File: config.mk
export PLATFORM = sky130hd
export DESIGN_NAME = mod_buf_reader_flat
export DESIGN_NICKNAME = d
export VERILOG_FILES = /design/src/rtl/mod_buf_reader_if.sv /design/src/rtl/mod_buf_reader.sv /design/src/flat_wrapper.sv
export SDC_FILE = /design/constraint.sdc
export NUM_CORES = 1
export LEC_CHECK = 0
export ABC_AREA = 1
export BUFFER_PORTS_ARGS = -buffer_cell sky130_fd_sc_hd__buf_2
export CAP_MARGIN = 15
export CORE_MARGIN = 5
export CORE_UTILIZATION = 45
export CTS_CLUSTER_SIZE = 25
export DETAILED_ROUTE_END_ITERATION = 7
export PLACE_DENSITY = 0.66
export RECOVER_POWER = 100
export SYNTH_ARGS = -nofsm -noshare
export SYNTH_HDL_FRONTEND = slang
export SYNTH_SLANG_ARGS = --single-unit
export TNS_END_PERCENT = 50
File: constraint.sdc
create_clock -name CLK_Mod -period 4.2 [get_ports CLK_Mod]
set_input_delay 0.84 -clock CLK_Mod [delete_from_list [all_inputs] [get_ports CLK_Mod]]
set_output_delay 0.84 -clock CLK_Mod [all_outputs]
set_load 0.02 [all_outputs]
File: src/rtl/mod_buf_reader_if.sv
// Reader-side bundle: block-done handshake from the writer, buffer read port,
// and the ready/valid symbol output stream.
interface mod_buf_reader_if #(
  parameter int unsigned LUT_WIDTH  = 18,
  parameter int unsigned ADDR_WIDTH = 11
);
  logic                         Done_In;
  logic [ADDR_WIDTH-1:0]        Last_addr_In;
  logic                         Wr_bank;
  logic                         Rd_bank;
  logic                         Rd_en;
  logic [ADDR_WIDTH-1:0]        Rd_addr;
  logic signed [LUT_WIDTH-1:0]  Rd_data_I;
  logic signed [LUT_WIDTH-1:0]  Rd_data_Q;
  logic signed [LUT_WIDTH-1:0]  Out_I;
  logic signed [LUT_WIDTH-1:0]  Out_Q;
  logic                         Out_Valid;
  logic                         Out_Ready;
  logic                         Out_Last;
  logic                         Busy;
  logic                         Overrun;

  // Environment side: writer, buffer memory and downstream sink
  modport master (
    output Done_In, Last_addr_In, Rd_data_I, Rd_data_Q, Out_Ready,
    input  Wr_bank, Rd_bank, Rd_en, Rd_addr, Out_I, Out_Q, Out_Valid,
    input  Out_Last, Busy, Overrun
  );

  // Reader side
  modport slave (
    input  Done_In, Last_addr_In, Rd_data_I, Rd_data_Q, Out_Ready,
    output Wr_bank, Rd_bank, Rd_en, Rd_addr, Out_I, Out_Q, Out_Valid,
    output Out_Last, Busy, Overrun
  );
endinterface

File: src/rtl/mod_buf_reader.sv
// Ping-pong buffer reader: streams each closed block out of the read bank in
// address order through a 2-entry output FIFO, with one pending block slot.
module mod_buf_reader #(
  parameter int unsigned LUT_WIDTH  = 18,
  parameter int unsigned ADDR_WIDTH = 11,
  parameter int unsigned MAX_SYM    = 1200
) (
  input logic             CLK_Mod,
  input logic             RST_Mod,
  mod_buf_reader_if.slave bus
);

  typedef enum logic {IDLE = 1'b0, READ = 1'b1} state_t;

  state_t                      state_q, state_d;
  logic                        wr_bank_q, wr_bank_d;
  logic                        rd_bank_q, rd_bank_d;
  logic [ADDR_WIDTH-1:0]       length_q, length_d;
  logic [ADDR_WIDTH-1:0]       rd_addr_q, rd_addr_d;
  logic                        issued_all_q, issued_all_d;
  logic                        pend_vld_q, pend_vld_d;
  logic [ADDR_WIDTH-1:0]       pend_len_q, pend_len_d;
  logic                        overrun_q, overrun_d;

  logic                        rd_vld_q, rd_last_q;
  logic                        out_vld_q, out_last_q;
  logic signed [LUT_WIDTH-1:0] out_i_q, out_q_q;
  logic                        skid_vld_q, skid_last_q;
  logic signed [LUT_WIDTH-1:0] skid_i_q, skid_q_q;

  logic                        n_ok, pop, last_xfer, at_last, rd_en_c, start;
  logic [ADDR_WIDTH-1:0]       n_len, start_len;
  logic [1:0]                  occ_after;

  // A zero-length block is never a real block; oversize blocks are clamped
  assign n_ok  = bus.Done_In && (bus.Last_addr_In != '0);
  assign n_len = (bus.Last_addr_In > ADDR_WIDTH'(MAX_SYM)) ? ADDR_WIDTH'(MAX_SYM)
                                                            : bus.Last_addr_In;

  assign pop       = out_vld_q && bus.Out_Ready;
  assign last_xfer = pop && out_last_q;
  assign at_last   = (rd_addr_q == length_q - ADDR_WIDTH'(1));

  // Credit: FIFO entries left after this cycle's pop, plus the read landing now
  assign occ_after = 2'(out_vld_q) + 2'(skid_vld_q) - 2'(pop) + 2'(rd_vld_q);
  assign rd_en_c   = (state_q == READ) && !issued_all_q && (occ_after < 2'd2);

  // Control state register
  always_ff @(posedge CLK_Mod or negedge RST_Mod) begin
    if (!RST_Mod) begin
      state_q      <= IDLE;
      wr_bank_q    <= 1'b0;
      rd_bank_q    <= 1'b0;
      length_q     <= '0;
      rd_addr_q    <= '0;
      issued_all_q <= 1'b0;
      pend_vld_q   <= 1'b0;
      pend_len_q   <= '0;
      overrun_q    <= 1'b0;
    end else begin
      state_q      <= state_d;
      wr_bank_q    <= wr_bank_d;
      rd_bank_q    <= rd_bank_d;
      length_q     <= length_d;
      rd_addr_q    <= rd_addr_d;
      issued_all_q <= issued_all_d;
      pend_vld_q   <= pend_vld_d;
      pend_len_q   <= pend_len_d;
      overrun_q    <= overrun_d;
    end
  end

  // Next state: block start, read address walk, pending slot and overrun
  always_comb begin
    state_d      = state_q;
    wr_bank_d    = wr_bank_q;
    rd_bank_d    = rd_bank_q;
    length_d     = length_q;
    rd_addr_d    = rd_addr_q;
    issued_all_d = issued_all_q;
    pend_vld_d   = pend_vld_q;
    pend_len_d   = pend_len_q;
    overrun_d    = overrun_q;
    start        = 1'b0;
    start_len    = n_len;

    if (state_q == IDLE) begin
      start = n_ok;
    end else begin
      if (rd_en_c) begin
        if (at_last) issued_all_d = 1'b1;
        else         rd_addr_d    = rd_addr_q + ADDR_WIDTH'(1);
      end
      if (last_xfer) begin
        if (pend_vld_q) begin
          start      = 1'b1;
          start_len  = pend_len_q;
          pend_vld_d = n_ok;
          pend_len_d = n_len;
        end else if (n_ok) begin
          start = 1'b1;
        end else begin
          state_d = IDLE;
        end
      end else if (n_ok) begin
        if (!pend_vld_q) begin
          pend_vld_d = 1'b1;
          pend_len_d = n_len;
        end else begin
          overrun_d = 1'b1;
        end
      end
    end

    if (start) begin
      state_d      = READ;
      rd_bank_d    = wr_bank_q;
      wr_bank_d    = ~wr_bank_q;
      length_d     = start_len;
      rd_addr_d    = '0;
      issued_all_d = 1'b0;
    end
  end

  // Read tracking and 2-entry output FIFO (head = output registers, plus skid)
  always_ff @(posedge CLK_Mod or negedge RST_Mod) begin
    if (!RST_Mod) begin
      rd_vld_q    <= 1'b0;
      rd_last_q   <= 1'b0;
      out_vld_q   <= 1'b0;
      out_last_q  <= 1'b0;
      out_i_q     <= '0;
      out_q_q     <= '0;
      skid_vld_q  <= 1'b0;
      skid_last_q <= 1'b0;
      skid_i_q    <= '0;
      skid_q_q    <= '0;
    end else begin
      rd_vld_q  <= rd_en_c;
      rd_last_q <= rd_en_c && at_last;
      if (pop) begin
        if (skid_vld_q) begin
          out_i_q    <= skid_i_q;
          out_q_q    <= skid_q_q;
          out_last_q <= skid_last_q;
          skid_vld_q <= rd_vld_q;
          if (rd_vld_q) begin
            skid_i_q    <= bus.Rd_data_I;
            skid_q_q    <= bus.Rd_data_Q;
            skid_last_q <= rd_last_q;
          end
        end else begin
          out_vld_q  <= rd_vld_q;
          out_last_q <= rd_vld_q && rd_last_q;
          if (rd_vld_q) begin
            out_i_q <= bus.Rd_data_I;
            out_q_q <= bus.Rd_data_Q;
          end
        end
      end else if (rd_vld_q) begin
        if (!out_vld_q) begin
          out_vld_q  <= 1'b1;
          out_i_q    <= bus.Rd_data_I;
          out_q_q    <= bus.Rd_data_Q;
          out_last_q <= rd_last_q;
        end else begin
          skid_vld_q  <= 1'b1;
          skid_i_q    <= bus.Rd_data_I;
          skid_q_q    <= bus.Rd_data_Q;
          skid_last_q <= rd_last_q;
        end
      end
    end
  end

  assign bus.Wr_bank   = wr_bank_q;
  assign bus.Rd_bank   = rd_bank_q;
  assign bus.Rd_en     = rd_en_c;
  assign bus.Rd_addr   = rd_addr_q;
  assign bus.Out_I     = out_i_q;
  assign bus.Out_Q     = out_q_q;
  assign bus.Out_Valid = out_vld_q;
  assign bus.Out_Last  = out_last_q;
  assign bus.Busy      = (state_q == READ);
  assign bus.Overrun   = overrun_q;

endmodule

File: src/flat_wrapper.sv
// flat-port wrapper written by rule: the top's interface ports become plain ports
module mod_buf_reader_flat 
#(
  parameter int unsigned LUT_WIDTH  = 18,
  parameter int unsigned ADDR_WIDTH = 11,
  parameter int unsigned MAX_SYM    = 1200
)
  (CLK_Mod, RST_Mod, bus_Done_In, bus_Last_addr_In, bus_Rd_data_I, bus_Rd_data_Q, bus_Out_Ready, bus_Wr_bank, bus_Rd_bank, bus_Rd_en, bus_Rd_addr, bus_Out_I, bus_Out_Q, bus_Out_Valid, bus_Out_Last, bus_Busy, bus_Overrun);
  mod_buf_reader_if #(.LUT_WIDTH(LUT_WIDTH), .ADDR_WIDTH(ADDR_WIDTH)) bus_i ();
  input logic CLK_Mod;
  input logic RST_Mod;
  input wire logic [$bits(bus_i.Done_In)-1:0] bus_Done_In;
  input wire logic [$bits(bus_i.Last_addr_In)-1:0] bus_Last_addr_In;
  input wire logic [$bits(bus_i.Rd_data_I)-1:0] bus_Rd_data_I;
  input wire logic [$bits(bus_i.Rd_data_Q)-1:0] bus_Rd_data_Q;
  input wire logic [$bits(bus_i.Out_Ready)-1:0] bus_Out_Ready;
  output wire logic [$bits(bus_i.Wr_bank)-1:0] bus_Wr_bank;
  output wire logic [$bits(bus_i.Rd_bank)-1:0] bus_Rd_bank;
  output wire logic [$bits(bus_i.Rd_en)-1:0] bus_Rd_en;
  output wire logic [$bits(bus_i.Rd_addr)-1:0] bus_Rd_addr;
  output wire logic [$bits(bus_i.Out_I)-1:0] bus_Out_I;
  output wire logic [$bits(bus_i.Out_Q)-1:0] bus_Out_Q;
  output wire logic [$bits(bus_i.Out_Valid)-1:0] bus_Out_Valid;
  output wire logic [$bits(bus_i.Out_Last)-1:0] bus_Out_Last;
  output wire logic [$bits(bus_i.Busy)-1:0] bus_Busy;
  output wire logic [$bits(bus_i.Overrun)-1:0] bus_Overrun;
  assign bus_i.Done_In = bus_Done_In;
  assign bus_i.Last_addr_In = bus_Last_addr_In;
  assign bus_i.Rd_data_I = bus_Rd_data_I;
  assign bus_i.Rd_data_Q = bus_Rd_data_Q;
  assign bus_i.Out_Ready = bus_Out_Ready;
  assign bus_Wr_bank = bus_i.Wr_bank;
  assign bus_Rd_bank = bus_i.Rd_bank;
  assign bus_Rd_en = bus_i.Rd_en;
  assign bus_Rd_addr = bus_i.Rd_addr;
  assign bus_Out_I = bus_i.Out_I;
  assign bus_Out_Q = bus_i.Out_Q;
  assign bus_Out_Valid = bus_i.Out_Valid;
  assign bus_Out_Last = bus_i.Out_Last;
  assign bus_Busy = bus_i.Busy;
  assign bus_Overrun = bus_i.Overrun;
  mod_buf_reader #(.LUT_WIDTH(LUT_WIDTH), .ADDR_WIDTH(ADDR_WIDTH), .MAX_SYM(MAX_SYM)) u_core (.CLK_Mod(CLK_Mod), .RST_Mod(RST_Mod), .bus(bus_i));
endmodule
==> metrics.md, run 1 <==
| Metric | Value |
|---|---|
| Outcome | `complete, but fails checks` |
| Violated checks | `capacitance limit, slew limit` |
| Synth Area in Compound Gates | `roughly 18%` |
| Adder-cell share of the synthesized area | `roughly 1.0%` |
| Async S/R FF share, synth | `between 90% and 100%` |
| Maximum vdd drop | `0.278 mV` |
| Setup tns final | `0 ns` |
| Mux cell area share after synthesis | `less than 1%` |
| Die area | `15800 sq um` |
| Comb power frac | `41.9%` |
| Top cell type's share of synthesized area | `48.6%` |
| Cell internal pwr | `3.38 mW` |
| Synthesized area | `between 6000 and 7000 sq um` |
| YS warnings | `0` |
| Main combinational cell family by area after synthesis | `simple AND/OR/NAND/NOR gates` |
| Port Buffers | `104` |
| Final ANT Viol Nets | `0` |
| First-pass GRT wire length | `between 20000 and 30000 microns` |
| Filler Cell Count | `between 1k and 1.5k` |
| Die height | `126 microns` |
| Critical Path End Type | `output port` |
| Number of remaining DRC errors | `0` |
| Cell Count Post-Placement | `approximately 980` |
| Antenna Diode Count | `0` |
| Post-CTS resize count | `0` |
| Yosys reg bits | `117` |
| Vias/cell | `5.32` |
| Row count | `42` |
| FMAX | `0.300 GHz` |
| Maximum clock insertion buffer count | `2` |
| Slowest cell on crit path | `ha_1` |
| CP arrival | `2.49 ns` |
| Slew Viols, Final | `84` |
| RSZ-0062 raised after global routing | `false` |
| Hold Path Class | `flip-flop to flip-flop` |
| Kind of critical path | `input port to output port` |
| Tot GR Track Use | `a little under a fifth` |
| Pleak | `3.40 nW` |
| Final min period | `3.33 ns` |
| Final Util | `53.8%` |
| Min-delay src | `u_core.bus.Overrun$_DFFE_PN0P_` |
| CP Max Fanout | `5` |
| Worst Reg-to-Reg Cells | `8` |
| Total power | `5.85 mW` |
| Synth Area in XOR/XNOR | `between 2 and 3%` |
| Flop2flop setup slack | `1.11 ns` |
| Worst-Skew Late Latency | `around 0.4 ns` |
| Max-cap violations | `2` |
| Mapped Cells | `730` |
| Hold Path Depth | `1` |
| Most frequent cells in the layout | `189 x nand2_1, 117 x dfrtp_1, 86 x inv_1` |
| Crit path required time | `approximately 3.4 ns` |
| Register area share after synthesis | `48.6%` |
| Mean post-synth cell area | `8.25 sq um` |
| Critical Path, Cell by Cell | `clkbuf_1 > nand2_1 > ha_1 > ha_1 > a21oi_1 > or2_1 > nand4_1 > inv_1 > clkbuf_1` |
| Via Count | `5374` |
| Net switching fraction of the power | `42.3%` |
| Share of cells above drive strength 1 | `approximately 11%` |
| Post-synth cell types | `40` |
| # hold bufs at CTS | `0` |
| DRT Pass-1 Iters | `5` |
| Max-slew headroom | `-90.9%` |
| Final hold vios | `0` |
| Post-synth EDFFs | `0` |
| Switch Pwr | `2.47 mW` |
| Area of the multi-input gates | `2560 sq um` |
| Number of global-route vias before repair | `between 5k and 6k` |
| Top_reg_cell synth | `dfrtp_1` |
| Largest net degree at the start of global routing | `63` |
| Most common cell after layout, fill and taps aside | `nand2_1` |
| Pre-CTS WS | `a little under 1 ns` |
| Simple-Gate Fraction of Synth Area | `21.0%` |
| Reg power frac | `34.3%` |
| Postcts setup bufs | `0` |
| Clock Tree Root | `clkbuf_16` |
| Routability cong. | `just under 0.9` |
| Initial antenna violation count | `0` |
| Htree depth | `4` |
| Synth area leader | `dfrtp_1` |
| Num Clock Sinks | `117` |
| Critical path's largest stage delay | `around 0.30 ns` |
| Hpwl dp | `10100 microns` |
| Sequential cell area | `2930 sq um` |
| Die width | `126 microns` |
| Drt total wl | `~15000 microns` |
| Non-filler instance count after layout | `1010` |
| Initial core utilization | `45.7%` |
| Period Utilization, post-route | `79.4%` |
| Crit path from | `bus_Out_Ready` |
| Worst Max-Slew Pin Slew | `2.86 ns` |
| # setup viols final | `0` |
| Worst reg2reg path startpoint | `u_core.bus.Out_Valid$_DFFE_PN0P_` |
| Clk pwr share | `a little under a quarter` |
| Syn_nets | `786` |
| Most area-consuming cells after synthesis | `dfrtp_1 49%, nand2_1 12%, inv_1 5.2%, o21ai_0 5.0%, o211ai_1 4.7%` |
| Total grt overflow | `0` |
| Worst Setup Start Kind | `input port` |
| TritonCTS clock tree | `yes` |
| Setup ws final | `a little under 0.9 ns` |
| Hold Path Sink | `u_core.bus.Overrun$_DFFE_PN0P_` |
| Num CTS Buffers | `17` |
| IO Pins | `roughly 110` |
| 1st-iter DRT viols | `407` |
| Final net count | `878` |
| Area Overhead vs Synth | `17.9%` |
| Total core area | `13200 sq um` |
| Worst reg2reg path endpoint | `u_core.bus.Rd_addr[7]$_DFFE_PN0P_` |
| Register clock-pin slew on the reported worst setup and hold paths | `0.05 ns` |
| PwrDens | `823 nW/um^2` |
| Worst Clk Skew | `0.00654 ns` |
| WL/cell | `14.5 microns` |
-- layout make-up --
type | count | area share [%]
flip-flops and latches | 117 | 41.2
multi-input cells | 488 | 36.0
repair buffers | 110 | 7.01
clock buffers | 22 | 6.54
inverters | 88 | 4.65
well taps | 176 | 3.10
clock inverters | 9 | 1.46
-- cells in the mapped netlist, types with 13 or more instances --
cell type / number
nand3_1: 40
nand4_1: 15
a21oi_1: 20
nor2_1: 31
o21ai_0: 60
xor2_1: 15
nand2_1: 185
inv_1: 84
dfrtp_1: 117
o211ai_1: 38
buf_2: 13
o21a_1: 36
clkbuf_1: 16
-- flip-flops by register name, summed over array words and instances, names as in the netlist --
signal,cells
u_core.bus.Busy,1
u_core.bus.Out_I,18
u_core.bus.Out_Last,1
u_core.bus.Out_Q,18
u_core.bus.Out_Valid,1
u_core.bus.Overrun,1
u_core.bus.Rd_addr,11
u_core.bus.Rd_bank,1
u_core.bus.Wr_bank,1
u_core.issued_all_q,1
u_core.length_q,11
u_core.pend_len_q,11
u_core.pend_vld_q,1
u_core.rd_last_q,1
u_core.rd_vld_q,1
u_core.skid_i_q,18
u_core.skid_last_q,1
u_core.skid_q_q,18
u_core.skid_vld_q,1
-- cells by family (layout without fill, tap and decap cells) --
logic type,count (synthesis),after routing
AO/OA/AOI/OAI,169,169
XOR/XNOR,20,20
adder cells (fa/ha/maj),5,5
buffers and inverters,125,229
flip-flops,117,117
multiplexers,1,1
AND/OR/NAND/NOR,293,293
-- through the flow --
step	hold WS (ns)	cell area, sq um
CTS	0.466	7220
detailed placement	0.454	6660
global placement	0.454	6660
floorplan	0.443	6030
finish	0.468	7100
global route	0.494	7100
-- power groups by stage --
stage	Sequential (mW)	Combinational [mW]	Clock (mW)
after floorplan	2.19	1.70	0
after global placement	1.99	2.47	0
after detailed placement	2.01	2.55	0
after CTS	2.00	2.57	1.42
after global routing	2.07	2.80	1.48
final	2.00	2.45	1.39
-- worst max path at each step --
stage | end | slack (ns)
floorplan | bus_Rd_en | 1.30
global placement | bus_Rd_en | 0.99
detailed placement | bus_Rd_en | 0.97
CTS | bus_Rd_en | 0.97
global route | u_core.bus.Rd_addr[3]$_DFFE_PN0P_ | 0.49
finish | bus_Rd_en | 0.87
-- critical path: cells and delay by family --
kind / cells / cell delay, ns
AOI/OAI and AO/OA: 1 / 0.15
and+or+nand+nor: 3 / 0.43
adders and majority gates: 2 / 0.57
buffers and inverters: 3 / 0.51
-- layer usage --
metal | share of wire [%] | track usage, % | routed length (microns)
met2 | 47 | 30.4 | 6900
met3 | 5.6 | 4.66 | 820
met1 | 46 | 25.4 | 6670
met5 | 0 | 0 | 0
met4 | 1.5 | 7.59 | 222
Power figures use the tool's default switching activity.
==> run 2: changes to the inputs <==
--- a/config.mk
+++ b/config.mk
@@ -12,7 +12,7 @@
 export CORE_UTILIZATION = 45
 export CTS_CLUSTER_SIZE = 25
 export DETAILED_ROUTE_END_ITERATION = 7
-export PLACE_DENSITY = 0.66
+export PLACE_DENSITY = 0.69
 export RECOVER_POWER = 100
 export SYNTH_ARGS = -nofsm -noshare
 export SYNTH_HDL_FRONTEND = slang
==> constraint.sdc (replaced) <==
create_clock -name CLK_Mod -period 2.7 [get_ports CLK_Mod]
set_input_delay 0.54 -clock CLK_Mod [delete_from_list [all_inputs] [get_ports CLK_Mod]]
set_output_delay 0.54 -clock CLK_Mod [all_outputs]
set_load 0.02 [all_outputs]
==> run 2 against run 1 <==
Compared with the run above: the flow still finishes with violations (capacitance limit, slew limit); critical path depth is 1 lower; combinational power increased by 60%; cell count rose by 0.69%; design area is 0.74% higher; non-clock buffer count rose by 6; via count fell by 3.8%; sequential power increased by 56%; sequential cell count unchanged; worst hold slack worse by 0.12 ns; critical path type is now flip-flop to output port.
==> metrics.md, run 2 (synthesis gave the netlist of run 1 again) <==
| Metric | Value |
|---|---|
| Outcome | `complete, but fails checks (unchanged)` |
| Violated checks | `capacitance limit, slew limit (unchanged)` |
| Num Clock Sinks | `117 (unchanged)` |
| Routability cong. | `0.847 (was 0.873)` |
| Maximum vdd drop | `0.440 mV (was 0.278 mV)` |
| Final min period | `approximately 2.5 ns` |
| Htree depth | `4 (unchanged)` |
| Final net count | `884 (was 878)` |
| Maximum clock insertion buffer count | `2 (unchanged)` |
| Total grt overflow | `0 (unchanged)` |
| Port Buffers | `104 (unchanged)` |
| Clock Tree Root | `clkbuf_16 (unchanged)` |
| Buf/Inv on CP | `3 (unchanged)` |
| Slew Viols, Final | `118 (was 84)` |
| CP top delay family | `adder cells (unchanged)` |
| Total power | `9.04 mW (was 5.85 mW)` |
| Tot GR Track Use | `17.5% (was 19.2%)` |
| Worst Clk Skew | `0.0106 ns (was 0.00654 ns)` |
| Critical Path End Type | `output port (unchanged)` |
| Critical Path, Cell by Cell | `inv_2 > ha_4 > ha_4 > a21oi_2 > or2_1 > nand4_1 > inv_2 > buf_6 (was clkbuf_1 > nand2_1 > ha_1 > ha_1 > a21oi_1 > or2_1 > nand4_1 > inv_1 > clkbuf_1)` |
| Die width | `126 microns (unchanged)` |
| Most frequent cells in the layout | `189 x nand2_1, 116 x dfrtp_1, 83 x inv_1 (was 189 x nand2_1, 117 x dfrtp_1, 86 x inv_1)` |
| Crit path required time | `2.16 ns (was 3.36 ns)` |
| Worst Max-Slew Pin Slew | `1.58 ns (was 2.86 ns)` |
| FMAX | `0.394 GHz` |
| WL/cell | `13.3 microns (was 14.5 microns)` |
| Number of remaining DRC errors | `0 (unchanged)` |
| Final instance area | `7150 sq um (was 7100 sq um)` |
| Hold Path Depth | `2 (was 1)` |
| Die height | `126 microns (unchanged)` |
| Drt total wl | `13500 microns (was 14600 microns)` |
| Initial core utilization | `45.7% (unchanged)` |
| Pleak | `3.40 nW (about the same)` |
| Max-slew headroom | `-5.14% (was -90.9%)` |
| Number of global-route vias before repair | `4879 (was 5253)` |
| Final hold vios | `0 (unchanged)` |
| CP arrival | `2.00 ns (was 2.49 ns)` |
| IO Pins | `105 (unchanged)` |
| Initial antenna violation count | `0 (unchanged)` |
| Slowest cell on crit path | `dfrtp_1 (was ha_1)` |
| DRT Pass-1 Iters | `5 (unchanged)` |
| TritonCTS clock tree | `yes (unchanged)` |
| Final ANT Viol Nets | `0 (unchanged)` |
| Cell Count Post-Placement | `983 (was 979)` |
| First-pass GRT wire length | `23100 microns (was 25100 microns)` |
| Worst Setup Start Kind | `flip-flop (was input port)` |
| Largest net degree at the start of global routing | `118 (was 63)` |
| Antenna Diode Count | `0 (unchanged)` |
| Total core area | `13200 sq um (unchanged)` |
| Area Overhead vs Synth | `18.7% (was 17.9%)` |
| Setup tns final | `0 ns (unchanged)` |
| Critical path's largest stage delay | `0.41 ns (was 0.30 ns)` |
| CP Depth | `8 (was 9)` |
| Worst Reg-to-Reg Cells | `10 (was 8)` |
| Non-filler instance count after layout | `1017 (was 1010)` |
| Max-cap violations | `1 (was 2)` |
| 1st-iter DRT viols | `449 (was 407)` |
| Kind of critical path | `flip-flop to output port (was input port to output port)` |
| Hpwl dp | `9210 microns (was 10100 microns)` |
| Placed instance area | `6720 sq um (was 6660 sq um)` |
| Final Util | `54.2% (was 53.8%)` |
| PwrDens | `1260 nW/um^2 (was 823 nW/um^2)` |
| Row count | `42 (unchanged)` |
| Hold Path Class | `input port to flip-flop (was flip-flop to flip-flop)` |
| Die area | `15800 sq um (unchanged)` |
| Vias/cell | `5.08 (was 5.32)` |
| Share of cells above drive strength 1 | `13.3% (was 11.2%)` |
| Most common cell after layout, fill and taps aside | `nand2_1 (unchanged)` |
| Num CTS Buffers | `17 (unchanged)` |
| Period Utilization, post-route | `between 90 and 100%` |
| RSZ-0062 raised after global routing | `false (unchanged)` |
| # setup viols final | `0 (unchanged)` |
| CP Max Fanout | `5 (unchanged)` |
| Worst-Skew Late Latency | `0.41 ns (was 0.40 ns)` |
| Register clock-pin slew on the reported worst setup and hold paths | `0.06 ns (was 0.05 ns)` |
| Via Count | `5169 (was 5374)` |
-- run 2: changes by cell type in the layout (fill, tap and decap cells not counted), moves of 3 or more --
cell	delta
clkbuf_1	-3
inv_2	+3
buf_4	+3
inv_1	-3
clkbuf_4	+3
-- run 2: power breakdown --
group | switching, mW | internal [mW]
logic | 2.51 | 1.41
clock network | 0.794 | 1.21
registers | 0.540 | 2.58
-- run 2: per-stage QoR --
| stage | setup WS (ns) | hold slack, ns |
|---|---|---|
| 6_report | 0.163 | 0.344 |
| 5_1_grt | 0.0521 | 0.354 |
| 4_1_cts | 0.00564 | 0.245 |
| 3_5_place_dp | 0.302 | 0.466 |
| 3_3_place_gp | 0.300 | 0.465 |
| 2_1_floorplan | 0.380 | 0.244 |
-- run 2: repair_timing --
action / 4_1_cts / 5_1_grt
buffers inserted: 0 / 2
setup endpoints to repair: 0 / 1
hold buffers: 0 / 0
gates resized for setup: 0 / 8
endpoints found under the hold margin: 0 / 0
-- run 2: per-layer routing --
metal	wire [microns]	GRT usage, %	up-vias
met5	0	0	-
met4	126	4.78	0
met3	843	5.33	16
met2	6160	26.7	122
met1	6410	24.5	2429
li1	-	-	2602
-- run 2: worst reg2reg max path, stage by stage (launching register included) --
cell and delay [ns]:
dfrtp_2 0.44, nand2_2 0.11, clkbuf_1 0.17, inv_1 0.11
nand2_1 0.20, nand2_1 0.14, nand2_1 0.48, nand2_4 0.23
nand2_2 0.26, nand3_1 0.10, nand2_1 0.07
-- run 2: worst paths after layout --
kind | slack [ns] | end | from
max reg2reg | 0.32 | u_core.bus.Rd_addr[0]$_DFFE_PN0P_ | u_core.bus.Out_Valid$_DFFE_PN0P_
min in group asynchronous | 0.66 | u_core.bus.Out_I[11]$_DFFE_PN0P_ | RST_Mod
max in group asynchronous | 0.94 | u_core.bus.Out_Valid$_DFFE_PN0P_ | RST_Mod
max | 0.16 | bus_Rd_en | u_core.rd_vld_q$_DFF_PN0_
min | 0.34 | u_core.skid_vld_q$_DFFE_PN0P_ | bus_Out_Ready
min reg2reg | 0.48 | u_core.pend_len_q[8]$_DFFE_PN0P_ | u_core.pend_len_q[8]$_DFFE_PN0P_
-- run 2: area by class of cell --
| type | instances | area (sq um) |
|---|---|---|
| inverter | 88 | 330 |
| sequential | 117 | 2930 |
| timing repair buffer | 116 | 551 |
| multi-input combinational | 488 | 2590 |
| clock inverter | 12 | 81.3 |
| fill | 1271 | 6040 |
| clock buffer | 20 | 457 |
| tap | 176 | 220 |
